## config.mk

```make
export PLATFORM = sky130hd
export DESIGN_NAME = min_time_arb
export DESIGN_NICKNAME = d
export VERILOG_FILES = /design/src/rtl/min_arb_pkg.sv /design/src/rtl/min_arb_pick.sv /design/src/rtl/min_time_arb.sv
export SDC_FILE = /design/constraint.sdc
export NUM_CORES = 1
export LEC_CHECK = 0
export ABC_AREA = 1
export CAP_MARGIN = 20
export CORE_UTILIZATION = 53
export CTS_BUF_LIST = sky130_fd_sc_hd__clkbuf_4 sky130_fd_sc_hd__clkbuf_8
export DETAILED_ROUTE_END_ITERATION = 12
export PLACE_DENSITY = 0.81
export RECOVER_POWER = 100
export SLEW_MARGIN = 5
export SYNTH_ARGS = -nofsm -noshare
export SYNTH_HDL_FRONTEND = slang
export SYNTH_SLANG_ARGS = --single-unit
```

## constraint.sdc

```tcl
create_clock -name clk -period 5.5 [get_ports clk]
set_input_delay 1.1 -clock clk [delete_from_list [all_inputs] [get_ports clk]]
set_output_delay 1.1 -clock clk [all_outputs]
set_load 0.005 [all_outputs]
```

## src/rtl/min_arb_pkg.sv

```systemverilog
// Shared types and helpers for the bit-serial minimum-time arbiter.
//   state_e    : arbiter FSM states (IDLE, SCAN, DONE)
//   clog2_min1 : ceil(log2(value)), never less than 1, for counter/index widths
package min_arb_pkg;

  typedef enum logic [1:0] {
    IDLE = 2'd0,
    SCAN = 2'd1,
    DONE = 2'd2
  } state_e;

  // Width needed to hold 0..value-1; a one-value range still gets one bit.
  function automatic int clog2_min1(input int value);
    return (value <= 32'sd2) ? 32'sd1 : $clog2(value);
  endfunction

endpackage

```

## src/rtl/min_arb_pick.sv

```systemverilog
// Combinational first-set picker used to resolve ties among surviving candidates.
//   mask_i   [N_CH]          candidate set
//   ptr_i    [$clog2(N_CH)]  search start (ignored, treated as 0, when RR_EN=0)
//   onehot_o [N_CH]          one-hot of the first set bit at/after the start, wrapping
//   idx_o    [$clog2(N_CH)]  index of that bit (0 when mask_i is empty)
module min_arb_pick
  import min_arb_pkg::*;
#(
  parameter int N_CH  = 8,
  parameter int RR_EN = 0
) (
  input  logic [N_CH-1:0]         mask_i,
  input  logic [$clog2(N_CH)-1:0] ptr_i,
  output logic [N_CH-1:0]         onehot_o,
  output logic [$clog2(N_CH)-1:0] idx_o
);

  localparam int IW = $clog2(N_CH);

  logic [IW-1:0] ptr_s;

  // Fixed-priority mode always starts the search at channel 0.
  assign ptr_s = (RR_EN != 0) ? ptr_i : '0;

  // Walk the channels in rotated order; the first set candidate wins.
  always_comb begin
    logic          found;
    logic          hit;
    logic [IW:0]   sum;
    logic [IW-1:0] pos;
    onehot_o = '0;
    idx_o    = '0;
    found    = 1'b0;
    for (int k = 0; k < N_CH; k++) begin
      sum = {1'b0, ptr_s} + (IW + 1)'(k);
      // Wrap modulo N_CH; works for non-power-of-two channel counts.
      sum = (sum >= (IW + 1)'(N_CH)) ? (sum - (IW + 1)'(N_CH)) : sum;
      pos = sum[IW-1:0];
      hit = mask_i[pos] & ~found;
      onehot_o[pos] = onehot_o[pos] | hit;
      idx_o = idx_o | (hit ? pos : '0);
      found = found | hit;
    end
  end

endmodule

```

## src/rtl/min_time_arb.sv

```systemverilog
// Handshaked minimum-time arbiter. Searches the requesting channels' time words
// MSB first, one bit per clock, keeping only channels that can still be minimal.
//   clk, rst_n            clock, asynchronous active-low reset
//   in_valid / in_ready   request handshake (ready only while idle)
//   req_flag  [N_CH]      channel i is requesting
//   time_win  [N_CH*T_W]  channel i time at [i*T_W +: T_W]
//   out_valid / out_ready result handshake (result held until accepted)
//   time_flag [N_CH]      one-hot winner, zero when none
//   min_idx, min_val      winner index and time
//   none                  accepted request set was empty
module min_time_arb
  import min_arb_pkg::*;
#(
  parameter int N_CH  = 8,
  parameter int T_W   = 8,
  parameter int RR_EN = 0
) (
  input  logic                    clk,
  input  logic                    rst_n,
  input  logic                    in_valid,
  output logic                    in_ready,
  input  logic [N_CH-1:0]         req_flag,
  input  logic [N_CH*T_W-1:0]     time_win,
  output logic                    out_valid,
  input  logic                    out_ready,
  output logic [N_CH-1:0]         time_flag,
  output logic [$clog2(N_CH)-1:0] min_idx,
  output logic [T_W-1:0]          min_val,
  output logic                    none
);

  localparam int IW = $clog2(N_CH);
  localparam int BW = clog2_min1(T_W);

  state_e                      state_q;
  logic [N_CH-1:0]             cand_q;
  logic [N_CH-1:0][T_W-1:0]    time_q;
  logic [BW-1:0]               bit_q;
  logic [T_W-1:0]              val_q;
  logic [IW-1:0]               rr_q;
  logic                        in_ready_q;
  logic                        out_valid_q;
  logic [N_CH-1:0]             time_flag_q;
  logic [IW-1:0]               min_idx_q;
  logic [T_W-1:0]              min_val_q;
  logic                        none_q;

  logic [N_CH-1:0]             col_s;
  logic [N_CH-1:0]             zero_s;
  logic [N_CH-1:0]             cand_d;
  logic [T_W-1:0]              val_d;
  logic [N_CH-1:0]             pick_oh_s;
  logic [IW-1:0]               pick_idx_s;

  // Bit-serial elimination step: candidates with a 0 in the current bit
  // beat any with a 1; if nobody has a 0, every candidate survives.
  always_comb begin
    col_s = '0;
    for (int ch = 0; ch < N_CH; ch++) begin
      col_s[ch] = time_q[ch][bit_q];
    end
    zero_s = cand_q & ~col_s;
    cand_d = (|zero_s) ? zero_s : cand_q;
    val_d  = val_q;
    val_d[bit_q] = ~(|zero_s);
  end

  min_arb_pick #(
    .N_CH  (N_CH),
    .RR_EN (RR_EN)
  ) u_pick (
    .mask_i   (cand_d),
    .ptr_i    (rr_q),
    .onehot_o (pick_oh_s),
    .idx_o    (pick_idx_s)
  );

  // Arbiter FSM with all outputs registered.
  always_ff @(posedge clk or negedge rst_n) begin
    if (!rst_n) begin
      state_q     <= IDLE;
      cand_q      <= '0;
      time_q      <= '0;
      bit_q       <= BW'(T_W - 1);
      val_q       <= '0;
      rr_q        <= '0;
      in_ready_q  <= 1'b1;
      out_valid_q <= 1'b0;
      time_flag_q <= '0;
      min_idx_q   <= '0;
      min_val_q   <= '0;
      none_q      <= 1'b0;
    end else begin
      case (state_q)
        IDLE: begin
          if (in_valid) begin
            cand_q     <= req_flag;
            time_q     <= time_win;
            bit_q      <= BW'(T_W - 1);
            val_q      <= '0;
            in_ready_q <= 1'b0;
            if (|req_flag) begin
              state_q <= SCAN;
            end else begin
              // Empty request set: report straight away without scanning.
              state_q     <= DONE;
              out_valid_q <= 1'b1;
              none_q      <= 1'b1;
              time_flag_q <= '0;
              min_idx_q   <= '0;
              min_val_q   <= '0;
            end
          end
        end
        SCAN: begin
          cand_q <= cand_d;
          val_q  <= val_d;
          if (bit_q == '0) begin
            state_q     <= DONE;
            out_valid_q <= 1'b1;
            none_q      <= 1'b0;
            time_flag_q <= pick_oh_s;
            min_idx_q   <= pick_idx_s;
            min_val_q   <= val_d;
          end else begin
            bit_q <= bit_q - BW'(1);
          end
        end
        DONE: begin
          if (out_ready) begin
            state_q     <= IDLE;
            out_valid_q <= 1'b0;
            in_ready_q  <= 1'b1;
            // Rotate priority past the channel just granted.
            if ((RR_EN != 0) && !none_q) begin
              rr_q <= (min_idx_q == IW'(N_CH - 1)) ? '0 : (min_idx_q + IW'(1));
            end
          end
        end
        default: begin
          state_q     <= IDLE;
          in_ready_q  <= 1'b1;
          out_valid_q <= 1'b0;
        end
      endcase
    end
  end

  assign in_ready  = in_ready_q;
  assign out_valid = out_valid_q;
  assign time_flag = time_flag_q;
  assign min_idx   = min_idx_q;
  assign min_val   = min_val_q;
  assign none      = none_q;

endmodule

```

==> metrics.md <==
| Metric | Value |
|---|---|
| Yosys top cell area share | 50.6% |
| Tcrit/Tclk final | 78.7% |
| All-Layer GR Usage | 26.5% |
| Pwr Density | 541 nW/µm² |
| DR DRC count | 0 |
| Ant diodes | 0 |
| Crit. End Element | register |
| Port-buffer cells | between 90 and 100 |
| Slew @ Worst Pin | 2.79 ns |
| Failing checks | max-capacitance violations, max-slew violations |
| Syn Inst Count | 663 |
| Row cnt | 35 |
| Critical path arrival | about 4.7 ns |
| WL per Instance | 14.1 µm |
| Vias per cell | 5.26 |
| Core Box Area | a little over 9000 µm² |
| Startpoint Class | register |
| Worst slew margin | -85.8% |
| Placed Cells | 864 |
| Final instance area | between 6000 and 7000 µm² |
| Core Util, Final | 68.0% |
| Slew Viols, Final | 89 |
| First-pass GRT wire length | 20.6 mm |
| Data required, critical path | ~5.8 ns |
| Main flop type after synthesis | dfrtp_1 |
| Area Overhead vs Synth | 23.9% |
| Total Routed Length | 12.4 mm |
| CP Max Fanout | 30 |
| Cell Area, Placed | 6120 µm² |
| CTS resizes | 0 |
| Via Count | 4622 |
| Detailed Routing Iterations Pass 1 | 5 |
| Time the worst path needs with I/O delays and setup | 4.33 ns |
| IO Count | 98 |
| Layout cells sized above 1 | 4.80% |
| Outcome | finished, violations left |
| Syn Nets | 741 |
| Pin count of the biggest net entering global routing | 93 |
| Setup total negative slack | 0 ns |
| Ys async rst share | 100% |
| Post-CTS setup buffers | 0 |
| Met3 Wirelength | between 600 and 700 µm |
| Reg2Reg Setup Slack | about 1.2 ns |
| Vias in the first global route | between 4000 and 5000 |
| CTS Hold Bufs | 0 |
| Final Non-Filler Cells | slightly below 900 |
| Achievable Freq | 231 MHz |
| Met1 wire length | 5.40 mm |
| Chip Height | about 100 µm |
| Gp weighted congestion | around 0.97 |
| Mapped cell area | about 5000 µm² |
| Sink Count | between 100 and 150 |
| Clock Skews | 0.00704 ns |
| Die W | about 100 µm |
| Clock root buffer | clkbuf_8 |
| GRT overflow | 0 |
| Worst skew pair latency | about 0.38 ns |
| Commonest cells post-synth | nand2_1, dfrtp_1, inv_1, nor2_1, nand3_1 |
| Top cells by area, synth | dfrtp_1, nand2_1, nand3_1, o21ai_0, inv_1 |
| Seq/Total Area, Yosys | 52.7% |
| Post-synth top area cell | dfrtp_1 |
| Count leader, synth | nand2_1 |
| H-Tree Depth | 3 |
| Clock buffer depth | 2 |
| Initial antenna violation count | 0 |
| Initial DRC count | roughly 250 |
| Total die area | 10000 µm² |
| Met2 WL | 6.00 mm |
| Cts bufs inserted | 9 |
| Final setup viols | 0 |
| Initial Util | 54.9% |
| Reg clk slew, reported paths | 0.10 ns |
| Seq cells post-synth | roughly 110 |
| Synth warn | 0 |
| Min-delay worst type | register to register |
| Avg Synthesized Cell Area | approximately 7.7 µm² |
| Max cap viols | 2 |
| Pwr Total | 3.41 mW |
| Nets | 824 |
| CTS tree | yes |
| Hold Fails Final Rpt | 0 |
| Max Used Layer | met4 |
| Distinct cells, synth | 30 |
| Leak | 3.21 nW |
| Unrepaired setup endpoints after global routing | no |
| VDD IR-drop max | between 200 and 250 µV |
| Post-route ant nets | 0 |
| EDFF count, synth | 0 |
| Final HPWL DP | 9.01 mm |
| Crit Path Category | register to register |
worst paths after layout:
path                            depth (start not counted)              startpoint                  endpoint
max in group asynchronous                               2                   rst_n    time_q[10]$_DFFE_PN0P_
worst min-delay path                                    2  time_q[23]$_DFFE_PN0P_    time_q[23]$_DFFE_PN0P_
worst max-delay path                                   14    bit_q[0]$_DFFE_PN1P_    min_idx[0]$_DFFE_PN0P_
worst min register to register                          2  time_q[23]$_DFFE_PN0P_    time_q[23]$_DFFE_PN0P_
worst max register to register                         14    bit_q[0]$_DFFE_PN1P_    min_idx[0]$_DFFE_PN0P_
min in group asynchronous                               1                   rst_n  time_flag[0]$_DFFE_PN0P_
flip-flops by register name, indices dropped and copies added (netlist names):
register and cells:
val_q 8, out_valid 1, min_idx 3, cand_q 8
in_ready 1, time_q 64, min_val 8, bit_q 3
state_q 2, time_flag 8, none 1
power by group:
| group | switching (mW) | internal [mW] | total, mW |
|---|---|---|---|
| combinational | 0.999 | 0.521 | 1.52 |
| sequential | 0.220 | 1.14 | 1.36 |
| clock | 0.266 | 0.269 | 0.534 |
critical path, cell delays in order (launching register included):
cell	delay, ns
dfstp_1	1.20
inv_2	0.47
nor2_1	0.63
nand2_1	0.15
nand2_1	0.10
nor2_1	0.05
nand2_1	0.08
nand2_1	0.06
nor2_1	0.31
nand2_1	0.30
o21ai_0	0.36
inv_2	0.06
nor2_1	0.16
nand4_1	0.18
nand3b_1	0.15
placed cells by master (no fill, tap or decap), drive strengths merged:
master,netlist,layout
a22oi,2,2
a32o,1,1
o21ai,48,48
clkinv,1,2
bufinv,0,2
inv,56,57
nand2,282,282
buf,9,3
dfrtp,103,103
nand3b,1,1
dfstp,4,4
o221ai,5,5
o31ai,1,1
a21oi,6,6
clkbuf,21,13
clkinvlp,0,1
o211ai,8,8
o21a,1,1
clkdlybuf4s50,0,73
nand3,45,45
dlygate4sd3,0,23
ha,2,2
nand4,8,8
nor3,2,2
nor2,57,57
cells by family after synthesis:
family / share of synthesized area (%)
simple gates: 31.4
fa+ha+maj: 0.491
flops: 52.7
compound gates: 8.35
buf+inv: 7.07
layer usage:
layer	GRT usage [%]	up-vias
met3	3.90	31
met1	34.5	2169
li1	-	2252
met5	0	-
met2	44.4	170
met4	11.7	0
layout make-up:
class,count,area [µm²]
Fill cell,825,2970
Sequential cell,107,2680
Multi-Input combinational cell,469,2040
Timing Repair Buffer,102,995
Inverter,57,214
Tap cell,129,161
Clock buffer,10,138
Clock inverter,5,85.1
per-stage QoR:
stage,setup WS (ns),hold slack (ns)
2_1_floorplan,3.01,0.442
3_3_place_gp,2.05,0.457
3_5_place_dp,1.84,0.459
4_1_cts,1.82,0.484
5_1_grt,0.772,0.510
6_report,1.17,0.479
No activity file was read; power rests on OpenSTA's default activity.
